===== src/rtl/spi_slave_pkg.sv =====
// Shared definitions for the SPI mode-0 responder.
//   SPI_WIDTH    default word length, shared with the spi_master side of the link
//   spi_state_e  responder FSM encoding (IDLE=0, ACTIVE=1)
//   pin_sync_t   synchronised pin level plus single-cycle rise/fall pulses
package spi_slave_pkg;

  localparam int SPI_WIDTH = 16;

  typedef enum logic {
    ST_IDLE   = 1'b0,
    ST_ACTIVE = 1'b1
  } spi_state_e;

  typedef struct packed {
    logic level;
    logic rise;
    logic fall;
  } pin_sync_t;

endpackage


===== src/rtl/spi_slave_if.sv =====
// Pin and fabric bundle for spi_slave.
//   Pins:   ss (active-low select), sck (idle low), mosi -> responder; miso <- responder
//   RX:     rx_data/rx_strobe/rx_overrun <- responder; rx_accept -> responder
//   TX:     tx_request/tx_underrun <- responder; tx_data/tx_strobe -> responder
// Modport 'slave' is the responder's view; 'master' is the external controller plus fabric.
interface spi_slave_if
  import spi_slave_pkg::*;
#(
  parameter int WIDTH = SPI_WIDTH
);
  logic             ss;
  logic             sck;
  logic             mosi;
  logic             miso;
  logic [WIDTH-1:0] rx_data;
  logic             rx_strobe;
  logic             rx_accept;
  logic             rx_overrun;
  logic             tx_request;
  logic [WIDTH-1:0] tx_data;
  logic             tx_strobe;
  logic             tx_underrun;

  modport slave (
    input  ss, sck, mosi, rx_accept, tx_data, tx_strobe,
    output miso, rx_data, rx_strobe, rx_overrun, tx_request, tx_underrun
  );

  modport master (
    output ss, sck, mosi, rx_accept, tx_data, tx_strobe,
    input  miso, rx_data, rx_strobe, rx_overrun, tx_request, tx_underrun
  );
endinterface


===== src/rtl/spi_slave_pin_sync.sv =====
// Multi-flop synchroniser with edge detection for one asynchronous SPI pin.
//   clk_i   system clock (mclk)
//   rst_ni  asynchronous active-low reset
//   pin_i   asynchronous pin
//   sync_o  synchronised level, plus rise/fall pulses one cycle wide
// Edges compare the last synchroniser stage against one further register,
// so a pulse is visible STAGES cycles after the pin is first sampled.
module spi_slave_pin_sync
  import spi_slave_pkg::*;
#(
  parameter int   STAGES    = 2,
  parameter logic RESET_VAL = 1'b0   // idle level of the pin, avoids a fake edge after reset
) (
  input  logic      clk_i,
  input  logic      rst_ni,
  input  logic      pin_i,
  output pin_sync_t sync_o
);

  logic [STAGES-1:0] chain_q;
  logic              last_q;

  // NOTE: sequential state uses non-blocking assignments so every flop samples
  // the pre-edge value of its neighbour; blocking here would collapse the chain.
  always_ff @(posedge clk_i or negedge rst_ni) begin
    if (!rst_ni) begin
      chain_q <= {STAGES{RESET_VAL}};
      last_q  <= RESET_VAL;
    end else begin
      chain_q <= {chain_q[STAGES-2:0], pin_i};
      last_q  <= chain_q[STAGES-1];
    end
  end

  assign sync_o.level = chain_q[STAGES-1];
  assign sync_o.rise  = chain_q[STAGES-1] & ~last_q;
  assign sync_o.fall  = ~chain_q[STAGES-1] & last_q;

endmodule


===== src/rtl/spi_slave.sv =====
// SPI mode-0 responder, oversampling the pins in the mclk domain.
//   mclk_i    system clock, at least 4x the sck frequency
//   reset_ni  asynchronous active-low reset
//   bus       spi_slave_if.slave: ss/sck/mosi/miso pins, rx strobe/accept handshake,
//             tx request/strobe handshake, rx_overrun and tx_underrun pulses
// MOSI is captured on synchronised sck rises; MISO advances on sck falls.
// A word boundary (WIDTH-th rise) delivers the received word and loads the next
// transmit word from the holding register (zero plus an underrun pulse if empty).
module spi_slave
  import spi_slave_pkg::*;
#(
  parameter int   WIDTH       = SPI_WIDTH,
  parameter int   SYNC_STAGES = 2,
  parameter logic IDLE_MISO   = 1'b0
) (
  input  logic        mclk_i,
  input  logic        reset_ni,
  spi_slave_if.slave  bus
);

  localparam int              CNT_W = $clog2(WIDTH);
  localparam logic [CNT_W-1:0] LAST = CNT_W'(WIDTH - 1);

  // ---------------------------------------------------------------------------
  // Pin synchronisers
  // ---------------------------------------------------------------------------
  pin_sync_t ss_s, sck_s, mosi_s;

  spi_slave_pin_sync #(.STAGES(SYNC_STAGES), .RESET_VAL(1'b1)) u_sync_ss (
    .clk_i (mclk_i), .rst_ni (reset_ni), .pin_i (bus.ss),   .sync_o (ss_s)
  );
  spi_slave_pin_sync #(.STAGES(SYNC_STAGES), .RESET_VAL(1'b0)) u_sync_sck (
    .clk_i (mclk_i), .rst_ni (reset_ni), .pin_i (bus.sck),  .sync_o (sck_s)
  );
  spi_slave_pin_sync #(.STAGES(SYNC_STAGES), .RESET_VAL(1'b0)) u_sync_mosi (
    .clk_i (mclk_i), .rst_ni (reset_ni), .pin_i (bus.mosi), .sync_o (mosi_s)
  );

  // ---------------------------------------------------------------------------
  // State
  // ---------------------------------------------------------------------------
  spi_state_e       state_q,      state_d;
  logic [CNT_W-1:0] bitcnt_q,     bitcnt_d;
  logic [WIDTH-1:0] shift_rx_q,   shift_rx_d;
  logic [WIDTH-1:0] shift_tx_q,   shift_tx_d;
  logic [WIDTH-1:0] hold_q,       hold_d;
  logic             hold_full_q,  hold_full_d;
  logic [WIDTH-1:0] rx_data_q,    rx_data_d;
  logic             rx_strobe_q,  rx_strobe_d;
  logic             rx_overrun_q, rx_overrun_d;
  logic             tx_underrun_q, tx_underrun_d;
  logic             miso_q,       miso_d;
  logic             boundary_q,   boundary_d;  // next sck fall must not shift

  logic             word_done;
  logic             load_tx;
  logic [WIDTH-1:0] rx_word;
  logic [WIDTH-1:0] next_tx;

  assign rx_word   = {shift_rx_q[WIDTH-2:0], mosi_s.level};
  assign next_tx   = hold_full_q ? hold_q : '0;
  // ss_rise takes priority over a coincident sck rise: no bit is captured.
  assign word_done = (state_q == ST_ACTIVE) && !ss_s.rise && sck_s.rise && (bitcnt_q == LAST);
  assign load_tx   = ((state_q == ST_IDLE) && ss_s.fall) || word_done;

  // ---------------------------------------------------------------------------
  // FSM next state
  // ---------------------------------------------------------------------------
  always_comb begin
    state_d = state_q;
    unique case (state_q)
      ST_IDLE:   if (ss_s.fall) state_d = ST_ACTIVE;
      ST_ACTIVE: if (ss_s.rise) state_d = ST_IDLE;
      default:   state_d = ST_IDLE;
    endcase
  end

  // ---------------------------------------------------------------------------
  // Datapath next state
  // ---------------------------------------------------------------------------
  // NOTE: every signal written here gets its hold value first, so no path can
  // leave one unassigned and infer a latch.
  always_comb begin
    bitcnt_d      = bitcnt_q;
    shift_rx_d    = shift_rx_q;
    shift_tx_d    = shift_tx_q;
    hold_d        = hold_q;
    hold_full_d   = hold_full_q;
    rx_data_d     = rx_data_q;
    rx_strobe_d   = rx_strobe_q;
    rx_overrun_d  = 1'b0;
    tx_underrun_d = 1'b0;
    miso_d        = miso_q;
    boundary_d    = boundary_q;

    unique case (state_q)
      ST_IDLE: begin
        if (ss_s.fall) begin
          bitcnt_d   = '0;
          shift_rx_d = '0;
          boundary_d = 1'b0;
        end
      end
      ST_ACTIVE: begin
        if (ss_s.rise) begin
          // Abandon the frame: partial rx bits and unsent tx bits are dropped.
          bitcnt_d   = '0;
          shift_rx_d = '0;
          shift_tx_d = '0;
          miso_d     = IDLE_MISO;
          boundary_d = 1'b0;
        end else if (sck_s.rise) begin
          shift_rx_d = rx_word;
          if (bitcnt_q == LAST) begin
            bitcnt_d   = '0;
            boundary_d = 1'b1;
          end else begin
            bitcnt_d = bitcnt_q + CNT_W'(1);
          end
        end else if (sck_s.fall) begin
          // The fall right after a boundary already has the new MSB on miso.
          if (boundary_q) begin
            boundary_d = 1'b0;
          end else begin
            shift_tx_d = shift_tx_q << 1;
            miso_d     = shift_tx_q[WIDTH-2];
          end
        end
      end
      default: ;
    endcase

    if (load_tx) begin
      shift_tx_d    = next_tx;
      miso_d        = next_tx[WIDTH-1];
      tx_underrun_d = ~hold_full_q;
      hold_full_d   = 1'b0;
    end

    // Placed after the load so a coincident strobe refills the holding register
    // while the boundary takes its old contents.
    if (bus.tx_strobe) begin
      hold_d      = bus.tx_data;
      hold_full_d = 1'b1;
    end

    if (word_done && (!rx_strobe_q || bus.rx_accept)) begin
      rx_data_d   = rx_word;
      rx_strobe_d = 1'b1;
    end else begin
      if (word_done)     rx_overrun_d = 1'b1;
      if (bus.rx_accept) rx_strobe_d  = 1'b0;
    end
  end

  // ---------------------------------------------------------------------------
  // Registers
  // ---------------------------------------------------------------------------
  always_ff @(posedge mclk_i or negedge reset_ni) begin
    if (!reset_ni) begin
      state_q       <= ST_IDLE;
      bitcnt_q      <= '0;
      shift_rx_q    <= '0;
      shift_tx_q    <= '0;
      // NOTE: the data-only registers are reset as well; they are a handful of
      // flops rather than a RAM, and rx_data must read zero straight out of reset.
      hold_q        <= '0;
      hold_full_q   <= 1'b0;
      rx_data_q     <= '0;
      rx_strobe_q   <= 1'b0;
      rx_overrun_q  <= 1'b0;
      tx_underrun_q <= 1'b0;
      miso_q        <= IDLE_MISO;
      boundary_q    <= 1'b0;
    end else begin
      state_q       <= state_d;
      bitcnt_q      <= bitcnt_d;
      shift_rx_q    <= shift_rx_d;
      shift_tx_q    <= shift_tx_d;
      hold_q        <= hold_d;
      hold_full_q   <= hold_full_d;
      rx_data_q     <= rx_data_d;
      rx_strobe_q   <= rx_strobe_d;
      rx_overrun_q  <= rx_overrun_d;
      tx_underrun_q <= tx_underrun_d;
      miso_q        <= miso_d;
      boundary_q    <= boundary_d;
    end
  end

  // ---------------------------------------------------------------------------
  // Outputs
  // ---------------------------------------------------------------------------
  assign bus.miso        = miso_q;
  assign bus.rx_data     = rx_data_q;
  assign bus.rx_strobe   = rx_strobe_q;
  assign bus.rx_overrun  = rx_overrun_q;
  assign bus.tx_request  = ~hold_full_q;
  assign bus.tx_underrun = tx_underrun_q;

  // Synchroniser outputs and the bit shifted out of shift_rx that nothing needs.
  logic unused_bits;
  assign unused_bits = ^{ss_s.level, sck_s.level, mosi_s.rise, mosi_s.fall, shift_rx_q[WIDTH-1]};

endmodule


===== src/flat_wrapper.sv =====
// flat-port wrapper written by rule: the top's interface ports become plain ports
module spi_slave_flat import spi_slave_pkg::*;
#(
  parameter int   WIDTH       = SPI_WIDTH,
  parameter int   SYNC_STAGES = 2,
  parameter logic IDLE_MISO   = 1'b0
)
  (mclk_i, reset_ni, bus_ss, bus_sck, bus_mosi, bus_rx_accept, bus_tx_data, bus_tx_strobe, bus_miso, bus_rx_data, bus_rx_strobe, bus_rx_overrun, bus_tx_request, bus_tx_underrun);
  spi_slave_if #(.WIDTH(WIDTH)) bus_i ();
  input  logic mclk_i;
  input  logic reset_ni;
  input wire logic [$bits(bus_i.ss)-1:0] bus_ss;
  input wire logic [$bits(bus_i.sck)-1:0] bus_sck;
  input wire logic [$bits(bus_i.mosi)-1:0] bus_mosi;
  input wire logic [$bits(bus_i.rx_accept)-1:0] bus_rx_accept;
  input wire logic [$bits(bus_i.tx_data)-1:0] bus_tx_data;
  input wire logic [$bits(bus_i.tx_strobe)-1:0] bus_tx_strobe;
  output wire logic [$bits(bus_i.miso)-1:0] bus_miso;
  output wire logic [$bits(bus_i.rx_data)-1:0] bus_rx_data;
  output wire logic [$bits(bus_i.rx_strobe)-1:0] bus_rx_strobe;
  output wire logic [$bits(bus_i.rx_overrun)-1:0] bus_rx_overrun;
  output wire logic [$bits(bus_i.tx_request)-1:0] bus_tx_request;
  output wire logic [$bits(bus_i.tx_underrun)-1:0] bus_tx_underrun;
  assign bus_i.ss = bus_ss;
  assign bus_i.sck = bus_sck;
  assign bus_i.mosi = bus_mosi;
  assign bus_i.rx_accept = bus_rx_accept;
  assign bus_i.tx_data = bus_tx_data;
  assign bus_i.tx_strobe = bus_tx_strobe;
  assign bus_miso = bus_i.miso;
  assign bus_rx_data = bus_i.rx_data;
  assign bus_rx_strobe = bus_i.rx_strobe;
  assign bus_rx_overrun = bus_i.rx_overrun;
  assign bus_tx_request = bus_i.tx_request;
  assign bus_tx_underrun = bus_i.tx_underrun;
  spi_slave #(.WIDTH(WIDTH), .SYNC_STAGES(SYNC_STAGES), .IDLE_MISO(IDLE_MISO)) u_core (.mclk_i(mclk_i), .reset_ni(reset_ni), .bus(bus_i));
endmodule

===== config.mk =====
export PLATFORM = sky130hd
export DESIGN_NAME = spi_slave_flat
export DESIGN_NICKNAME = d
export VERILOG_FILES = /design/src/rtl/spi_slave_pkg.sv /design/src/rtl/spi_slave_if.sv /design/src/rtl/spi_slave_pin_sync.sv /design/src/rtl/spi_slave.sv /design/src/flat_wrapper.sv
export SDC_FILE = /design/constraint.sdc
export NUM_CORES = 1
export LEC_CHECK = 0
export ABC_AREA = 1
export CELL_PAD_IN_SITES_DETAIL_PLACEMENT = 2
export CELL_PAD_IN_SITES_GLOBAL_PLACEMENT = 2
export CORE_ASPECT_RATIO = 1.1
export CORE_MARGIN = 2
export CORE_UTILIZATION = 35
export DETAILED_ROUTE_END_ITERATION = 10
export PLACE_DENSITY_LB_ADDON = 0.1
export SLEW_MARGIN = 20
export SYNTH_ARGS = -nofsm -noshare
export SYNTH_HDL_FRONTEND = slang
export SYNTH_HIERARCHICAL = 1
export SYNTH_SLANG_ARGS = --single-unit

===== constraint.sdc =====
create_clock -name mclk_i -period 2.7 [get_ports mclk_i]
set_clock_uncertainty 0.15 [all_clocks]
set_input_delay 0.405 -clock mclk_i [delete_from_list [all_inputs] [get_ports mclk_i]]
set_output_delay 0.405 -clock mclk_i [all_outputs]
set_load 0.02 [all_outputs]

Word-level counts from Yosys, hierarchy flattened --
Cells that the tools add are included.
Storage, ports and cells: register bits after elaboration 81, bits of input ports 23, output and inout port bits 21, word-level logic and storage cells 89
Operators by class: add/subtract/negate cells 1, eq/ne operators 7, muxes and demuxes 38, bitwise logic cells 10, reduce and logical (&&, ||, !) cells 16
Operators by type and width (count):
- 15-bit 2-to-1 mux | 9
- 15-bit case mux with 2 select lines | 1
- 1-bit 2-to-1 mux | 20
- 16-bit 2-to-1 mux | 1
- 4-bit 2-to-1 mux | 4
- 4-bit case mux with 2 select lines | 1
- 3-bit by 2-bit != test with 1-bit output (second input constant) | 2
- 1-bit NOT | 6
- 2-bit nonzero test | 3
- 1-bit logical AND | 5
- 4-bit by 1-bit adder with 4-bit output (second input constant) | 1
- 1-bit bitwise AND | 4
- 4-bit == test (second input constant) | 1
- 4-bit by 1-bit != test with 1-bit output (second input constant) | 1
- 4-bit by 3-bit != test with 1-bit output (second input constant) | 1
- 1-bit case mux with 2 select lines | 2
- 4-bit AND reduction | 1
- 3-bit by 1-bit != test with 1-bit output (second input constant) | 1
- 3-bit AND reduction | 1
- 3-bit nonzero test | 1
- 1-bit zero test | 2
- 1-bit logical OR | 2
- 2-bit by 1-bit != test with 1-bit output (second input constant) | 1
- 2-bit AND reduction | 1

Longest topological paths before layout --
depth after elaboration 9, gate-level depth with buffers 12, mapped depth without buffers 10

Cells and area by module --
The synthesis kept the hierarchy.
By module, submodules not included:
- spi_slave | times used 1, cells an instance 414, area each 3318.2 µm², sequential area each 1826.8 µm²
- spi_slave_pin_sync at u_core.u_sync_mosi ... | times used 2, cells an instance 8, area each 97.6 µm², sequential area each 75.1 µm²
- spi_slave_pin_sync at u_core.u_sync_ss | times used 1, cells an instance 8, area each 101.3 µm², sequential area each 78.8 µm²

Worst setup path before layout --
No wires, ideal clock.
path kind register to register, start point register u_core.u_sync_ss.chain_q[1], end point register u_core.rx_data_q[10] (netlist: u_core/bus.rx_data[10]), arrival time 1.514 ns, required time 2.417 ns, slack 0.903 ns, stages on the path, launching flop included 10, path buffers 2, period minus slack after synthesis 1.797 ns, cells stage by stage dfstp_2 inv_1 nor2_1 buf_4 clkinv_1 nand3_4 inv_1 nand3_2 clkbuf_1 o21ai_0
RTL lines:
- from (decl) | RTL line spi_slave_pin_sync.sv:20 | logic [STAGES-1:0] chain_q;
- from (signal assigned) | RTL line spi_slave_pin_sync.sv:27 | chain_q <= {STAGES{RESET_VAL}};
- from (signal assigned) | RTL line spi_slave_pin_sync.sv:30 | chain_q <= {chain_q[STAGES-2:0], pin_i};
- to (signal assigned) | RTL line spi_slave.sv:182 | rx_data_q <= rx_data_d;
- to (decl) | RTL line spi_slave.sv:48 | logic [WIDTH-1:0] rx_data_q, rx_data_d;

==> run summary <==
Worst path bufs/invs - 2
Core Area - 0.009889 sq mm
Worst EP required - 2.85 ns
CTS Buf Count - 9
Vias/cell - 4.705
DRT iter0 DRCs - 81
First-pass detailed-route iteration total - 4
HP Class - flip-flop to flip-flop
Port Buffers - 43
Total of warnings raised by yosys - 6
Crit path to - u_core/bus.miso$_DFFE_PN0P_
Syn Inst Count - 431
Register area - 0.002031 sq mm
Most frequent CP cell - nand2_1
Num rows - 38
Leakage power - 2.228 nW
Effective utilization at floorplan - 0.3599
ANT nets after route - 0
Reg2reg setup slack - 0.43 ns
Crit-path slowest cell - o21ai_4
R2r startpoint - u_core/u_sync_sck/chain_q[1]$_DFF_PN0_
Fin. Hold Viols - 0
Placed cell count - 579
Achievable Freq - 441.1 MHz
Initial antenna violation count - 0
Nature of the critical path endpoint - flip-flop
RSZ-0062 raised after global routing - no
First-pass GRT wire length - 15020 um
Clk sink count - 81
CP arrival - 2.41 ns
CP Class - flip-flop to flip-flop
Maxcap violations - 0
Drt drc - 0
Cell family with most CP delay - simple AND/OR/NAND/NOR gates
Syn Area/Cell - 8.259 sq um
Final setup viols - 0
Crit-path cells - inv_1, nor2_1, nand3_4, o21ai_4, inv_4, nand2_4, nand2_1, nand2_1
Ports - 44
Detailed placer's ending HPWL - 5887 um
Grt total ovfl - 0
Levels on crit path - 8
Post-CTS sizing - 0
Least-Margin Pin Slew - 0.5761 ns
DIE WIDTH - 100.2 um
GRT Overall Usage - 0.1750
Largest net degree at the start of global routing - 46
Nets@finish - 495
IR drop worst, VDD - 201.6 uV
Max clock buf depth - 2
Clock root buffer - clkbuf_8
Total Routed Length - 8698 um
Setup Total Neg Slack - 0 ns
Synth-to-layout area growth - 21.09%
Crit path launch type - flip-flop
WL per Instance - 14.59 um
Min Tclk post-route - 2.267 ns
Ant diodes - 0
Critical path launch point - u_core/u_sync_sck/chain_q[1]$_DFF_PN0_
Register-to-Register Path Depth - 8
Die Y-Extent - 109.8 um
Post-CTS Setup Inserts - 0
Final Instance Count excl. Fillers - 596
Syn Std Cell Area - 0.003560 sq mm
Placer Congestion - 0.7442
Area of the multi-input gates - 0.001169 sq mm
Slew HR - 0.6145
CTS tree - built
DIE AREA - 0.01099 sq mm
Slowest stage delay, CP - 0.53 ns
Worst skew pair latency - 0.36 ns
Vias in the first global route - 3056
Htree depth - 3
Clock-pin slew on the worst setup and hold paths - 0.08 ns
End of the worst register-to-register path - u_core/bus.miso$_DFFE_PN0P_
Slew Limit Fails - 0
Period utilization - 0.8396
Share of cells above drive strength 1 - 0.06513
Via count - 2804
Pwr per Cell Area - 669.2 mW/mm^2
FILL cells - 1129
Run status - completed
Net count after synthesis - 455
CP max FO - 18
-- placed cells by master (no fill, tap or decap), drive strengths merged --
cell type        n
clkbuf          14
o22ai           12
a22o             1
buf              6
nor2            28
dfstp            3
clkinv           2
xor2             1
nand3           39
o21ai           23
a21oi            3
inv             64
dlygate4sd3      1
clkdlybuf4s50   42
nand2          154
dfrtp           78
ha               1
bufinv           2
nor3             2
-- through the flow --
step	hold WS (ns)	setup WS [ns]	utilization	cell area [sq um]	total power, mW
final	0.2069	0.4332	0.4359	4310	2.884
after global routing	0.2170	0.1402	0.4359	4310	3.051
after CTS	0.2038	0.3774	0.4359	4310	2.935
after detailed placement	0.1973	0.3920	0.4123	4078	1.891
after global placement	0.1832	0.5273	0.4123	4078	1.861
after floorplan	-0.04059	0.9153	-	3560	1.720
-- flip-flops by register name, summed over array words and instances (netlist names) --
signal	cells
u_core/bus.rx_data	16
u_core/hold_q	16
u_core/shift_rx_q	15
u_core/shift_tx_q	15
u_core/bitcnt_q	4
u_core/u_sync_mosi/chain_q	2
u_core/u_sync_sck/chain_q	2
u_core/u_sync_ss/chain_q	2
u_core/boundary_q	1
u_core/bus.miso	1
u_core/bus.rx_overrun	1
u_core/bus.rx_strobe	1
u_core/bus.tx_underrun	1
u_core/hold_full_q	1
u_core/state_q	1
u_core/u_sync_sck/last_q	1
u_core/u_sync_ss/last_q	1
-- what timing repair did --
action                     in CTS  in global routing
hold buffers                    1                  0
setup endpoints to repair       0                  0
hold endpoints to repair       33                  0
-- how the worst min path moves through the flow --
stage,from,to,slack [ns],cells past startpoint
after global placement,u_core/u_sync_mosi/chain_q[0]$_DFF_PN0_,u_core/u_sync_mosi/chain_q[1]$_DFF_PN0_,0.18,0
after detailed placement,u_core/u_sync_ss/chain_q[0]$_DFF_PN1_,u_core/u_sync_ss/chain_q[1]$_DFF_PN1_,0.20,0
after floorplan,reset_ni,u_core/bitcnt_q[0]$_DFFE_PN0P_,-0.04,0
final,u_core/u_sync_ss/chain_q[0]$_DFF_PN1_,u_core/u_sync_ss/chain_q[1]$_DFF_PN1_,0.21,0
after global routing,u_core/u_sync_ss/chain_q[0]$_DFF_PN1_,u_core/u_sync_ss/chain_q[1]$_DFF_PN1_,0.22,0
after CTS,u_core/u_sync_ss/chain_q[0]$_DFF_PN1_,u_core/u_sync_ss/chain_q[1]$_DFF_PN1_,0.20,0
-- power breakdown --
| group | switching [mW] | internal (mW) |
|---|---|---|
| registers | 0.0777 | 1.33 |
| clock network | 0.443 | 0.574 |
| logic | 0.289 | 0.175 |
-- layout make-up --
type / count / share of cell area
clock buffer: 14 / 0.03774
clock inverter: 2 / 0.01393
timing repair buffer: 49 / 0.1132
tap: 120 / 0.03483
inverter: 66 / 0.05806
multi-input combinational: 264 / 0.2711
sequential: 81 / 0.4711
-- layer usage --
layer / global-route usage / vias to the layer above / share of wire
met2: 0.3135 / 46 / 0.51
met4: 0.06751 / 0 / 0.016
met3: 0.03306 / 10 / 0.030
li1: - / 1389 / -
met1: 0.2077 / 1359 / 0.44
met5: 0 / - / 0
No activity file was read; power rests on OpenSTA's default activity.
==> RTL change 1, RTL diff (same flow settings) <==
Change the package constant `SPI_WIDTH` from 16 to 32.
--- a/src/rtl/spi_slave_pkg.sv
+++ b/src/rtl/spi_slave_pkg.sv
@@ -4,7 +4,7 @@
 //   pin_sync_t   synchronised pin level plus single-cycle rise/fall pulses
 package spi_slave_pkg;
 
-  localparam int SPI_WIDTH = 16;
+  localparam int SPI_WIDTH = 32;
 
   typedef enum logic {
     ST_IDLE   = 1'b0,
Ports: changed (resized bus_rx_data and bus_tx_data); port bits go from 44 to 76. No check against the original RTL was run, so the function may have changed too.
==> RTL change 1 against the original RTL <==
Fmax down 6.0%. Core utilization up 1.0 points. Total power up 110%. Cell area up 91%. Worst hold slack worse by 0.0028 ns. Setup slack worse by 0.14 ns. Area after synthesis up 85%. Wire length up 110%. Sequential share of layout area down 2.6 points. Non-clock buffer count up 43. Sequential cell count up 65. Critical path type unchanged. Largest cell class unchanged. Largest power group is now clock.
==> RTL change 1: results (changes against the original RTL) <==
first_iter_violations: 196  # +140%
cp_max_fo: 62  # +44
gp_congestion: 0.747  # +0.42%
routed-via-count: 5604  # +100%
wl_met3_um: 430  # +63%
path_delay_family: "buffers and inverters"
power_leakage_uw: 0.00427  # +92%
cts_made_buffers: 17  # +8
swShare: 0.286  # +0.00555
grt.met1_usage: 0.249  # +0.0415
cts-root-buf: "clkbuf_16"
r2r_slack_ns: 0.29  # -0.14 ns
n_fill_cell: 2072  # +84%
hpwl_mm: 11.6  # +97%
htreeDepth: 4  # +1
dr.pass1.iters: 4  # unchanged
grt_pass1_wl_mm: 32.2  # +110%
crit-reg2reg-capture: "u_core/bus.rx_data[27]"
cp_slowest_stage_delay_ns: 0.71  # +0.18 ns
grtUsageMet3: 0.0319  # -0.00116
drive_gt1_frac: 0.0714  # +0.00630
drt-vias-per-instance: 4.86  # +3.3%
timing.slew.headroom: 0.343  # -0.272
critPathLaunch: "u_core/bitcnt_q[0]"
reg2reg_depth: 9  # +1
nNetsFinal: 938  # +89%
outcome: "finished, final reports clean"
met1_length_mm: 8.15  # +110%
grt_max_degree: 69  # +50%
routedWlPerCell_um: 15.9  # +9.2%
grt_pass1_vias: 6377  # +110%
holdWs_ns: 0.204  # -0.00285 ns
route.met2.wl_mm: 9.57  # +110%
grt_usage: 0.202  # +0.0272
dp.cells: 1120  # +93%
synthCells: 836  # +94%
insertion_delay_ns: 0.43  # +0.07 ns
io_buffers: 75  # +74%
met2_usage: 0.363  # +0.0499
dpl_cell_area_sq_mm: 0.00756  # +86%
dp_slack_ns: 0.284  # -0.108 ns
syn-num-nets: 877  # +93%
-- RTL change 1: layout make-up --
cell class | instances | area (sq um) | area share
Multi-Input combinational cell | 527 | 2270 | 0.276
Timing Repair Buffer | 92 | 920 | 0.112
Clock buffer | 18 | 439 | 0.0534
Tap cell | 243 | 304 | 0.0370
Sequential cell | 146 | 3660 | 0.445
Clock inverter | 14 | 204 | 0.0248
Inverter | 113 | 424 | 0.0516
-- RTL change 1: what timing repair did --
item | 4_1_cts | 5_1_grt
resized for setup | 0 | 0
hold endpoints to repair | 66 | 0
buffers inserted | 0 | 0
hold buffers | 1 | 0
-- RTL change 1: power groups by stage --
| stage | Clock [uW] | Sequential, uW | Combinational, uW |
|---|---|---|---|
| 3_5_place_dp | 0 | 2590 | 998 |
| 2_1_floorplan | 0 | 2590 | 617 |
| 6_report | 2580 | 2560 | 995 |
| 5_1_grt | 2740 | 2590 | 1150 |
| 4_1_cts | 2650 | 2560 | 1020 |
| 3_3_place_gp | 0 | 2580 | 946 |
==> RTL change 2, RTL diff (same settings) <==
Without the edit above. `rx_data_q` no longer has a reset.
--- a/src/rtl/spi_slave.sv
+++ b/src/rtl/spi_slave.sv
@@ -166,7 +166,6 @@
       // flops rather than a RAM, and rx_data must read zero straight out of reset.
       hold_q        <= '0;
       hold_full_q   <= 1'b0;
-      rx_data_q     <= '0;
       rx_strobe_q   <= 1'b0;
       rx_overrun_q  <= 1'b0;
       tx_underrun_q <= 1'b0;
@@ -179,13 +178,16 @@
       shift_tx_q    <= shift_tx_d;
       hold_q        <= hold_d;
       hold_full_q   <= hold_full_d;
-      rx_data_q     <= rx_data_d;
       rx_strobe_q   <= rx_strobe_d;
       rx_overrun_q  <= rx_overrun_d;
       tx_underrun_q <= tx_underrun_d;
       miso_q        <= miso_d;
       boundary_q    <= boundary_d;
     end
+  end
+
+  always_ff @(posedge mclk_i) begin
+    rx_data_q <= rx_data_d;
   end
 
   // ---------------------------------------------------------------------------
Check against the original RTL: no difference found for any inputs over 10 cycles, from zero or initial values and one cycle with reset_ni low; that may be too few to reach the edited logic, so the function may still have changed.
==> RTL change 2 against the original RTL <==
Wire length is 3.1% lower. Sequential share of layout area is 2.6 points higher. Cell area is 1.6% lower. Setup slack better by 0.093 ns. Area after synthesis is 1.8% lower. Sequential cell count stayed put. Largest cell class unchanged. Synthesized cell count is 7.4% lower. Total power is 7.1% lower. Critical endpoint is now bus_tx_request. Register-to-register slack better by 0.21 ns.
==> RTL change 2: results (changes against the original RTL) <==
swShare: 0.304  # +0.0233
grt_max_degree: 28  # -39%
insertion_delay_ns: 0.36  # about the same
grt_pass1_wl_mm: 14.5  # -3.4%
dp.cells: 556  # -4.0%
n_fill_cell: 1092  # -3.3%
crit_end: "bus_tx_request"
grt_usage: 0.172  # -0.00297
syn-num-nets: 423  # -7.0%
htreeDepth: 3  # unchanged
routedWlPerCell_um: 14.7  # +0.79%
hpwl_mm: 5.97  # +1.5%
nNetsFinal: 472  # -4.6%
hold_start: "u_core/u_sync_ss/chain_q[0]"
drive_gt1_frac: 0.0817  # +0.0166
outcome: "finished, final reports clean"
power_leakage_uw: 0.00213  # -4.6%
first_iter_violations: 106  # +31%
clock.fmax_ghz: 0.460  # +4.3%
r2r_slack_ns: 0.64  # +0.21 ns
ir_worst_vdd_mv: 0.197  # -2.3%
critPathLaunch: "u_core/hold_full_q"
crit-reg2reg-capture: "u_core/shift_tx_q[6]"
grt_pass1_vias: 2854  # -6.6%
gp_congestion: 0.733  # -1.5%
routed-via-count: 2730  # -2.6%
drt-vias-per-instance: 4.76  # +1.3%
timing.slew.headroom: 0.573  # -0.0417
dpl_cell_area_sq_mm: 0.00407  # -0.21%
## RTL change 2: power groups by stage
stage / sequential [uW] / combinational, uW / clock (uW)
after floorplan: 1440 / 322 / 0
after global placement: 1450 / 462 / 0
after detailed placement: 1450 / 477 / 0
after CTS: 1430 / 486 / 814
after global routing: 1450 / 546 / 860
final: 1430 / 471 / 779
## RTL change 2: per-layer routing
layer	track usage	vias to the layer above	part of all wire
li1	-	1323	-
met1	0.208	1349	0.44
met2	0.302	46	0.51
met3	0.0288	12	0.028
met4	0.0763	0	0.019
met5	0	-	0
## RTL change 2: layout make-up
class / count / area share
repair buffers: 54 / 0.123
inverters: 59 / 0.0528
multi-input cells: 243 / 0.252
flip-flops and latches: 81 / 0.497
clock inverters: 5 / 0.00767
well taps: 120 / 0.0354
clock buffers: 11 / 0.0310
## RTL change 2: repair_timing
| item | CTS | global route |
|---|---|---|
| endpoints found under the setup margin | 0 | 0 |
| hold buffers | 1 | 0 |
| hold endpoints to repair | 21 | 0 |
## RTL change 2: per-stage QoR
stage,hold slack (ns),utilization
after floorplan,-0.0406,-
after global placement,0.197,0.415
after detailed placement,0.189,0.415
after CTS,0.207,0.433
after global routing,0.216,0.433
final,0.211,0.433
## RTL change 2: worst max-delay path: stages, from the launching register on
cell	delay, ns
dfrtp_1	0.37
buf_4	0.19
inv_1	0.09
clkdlybuf4s50_1	0.60
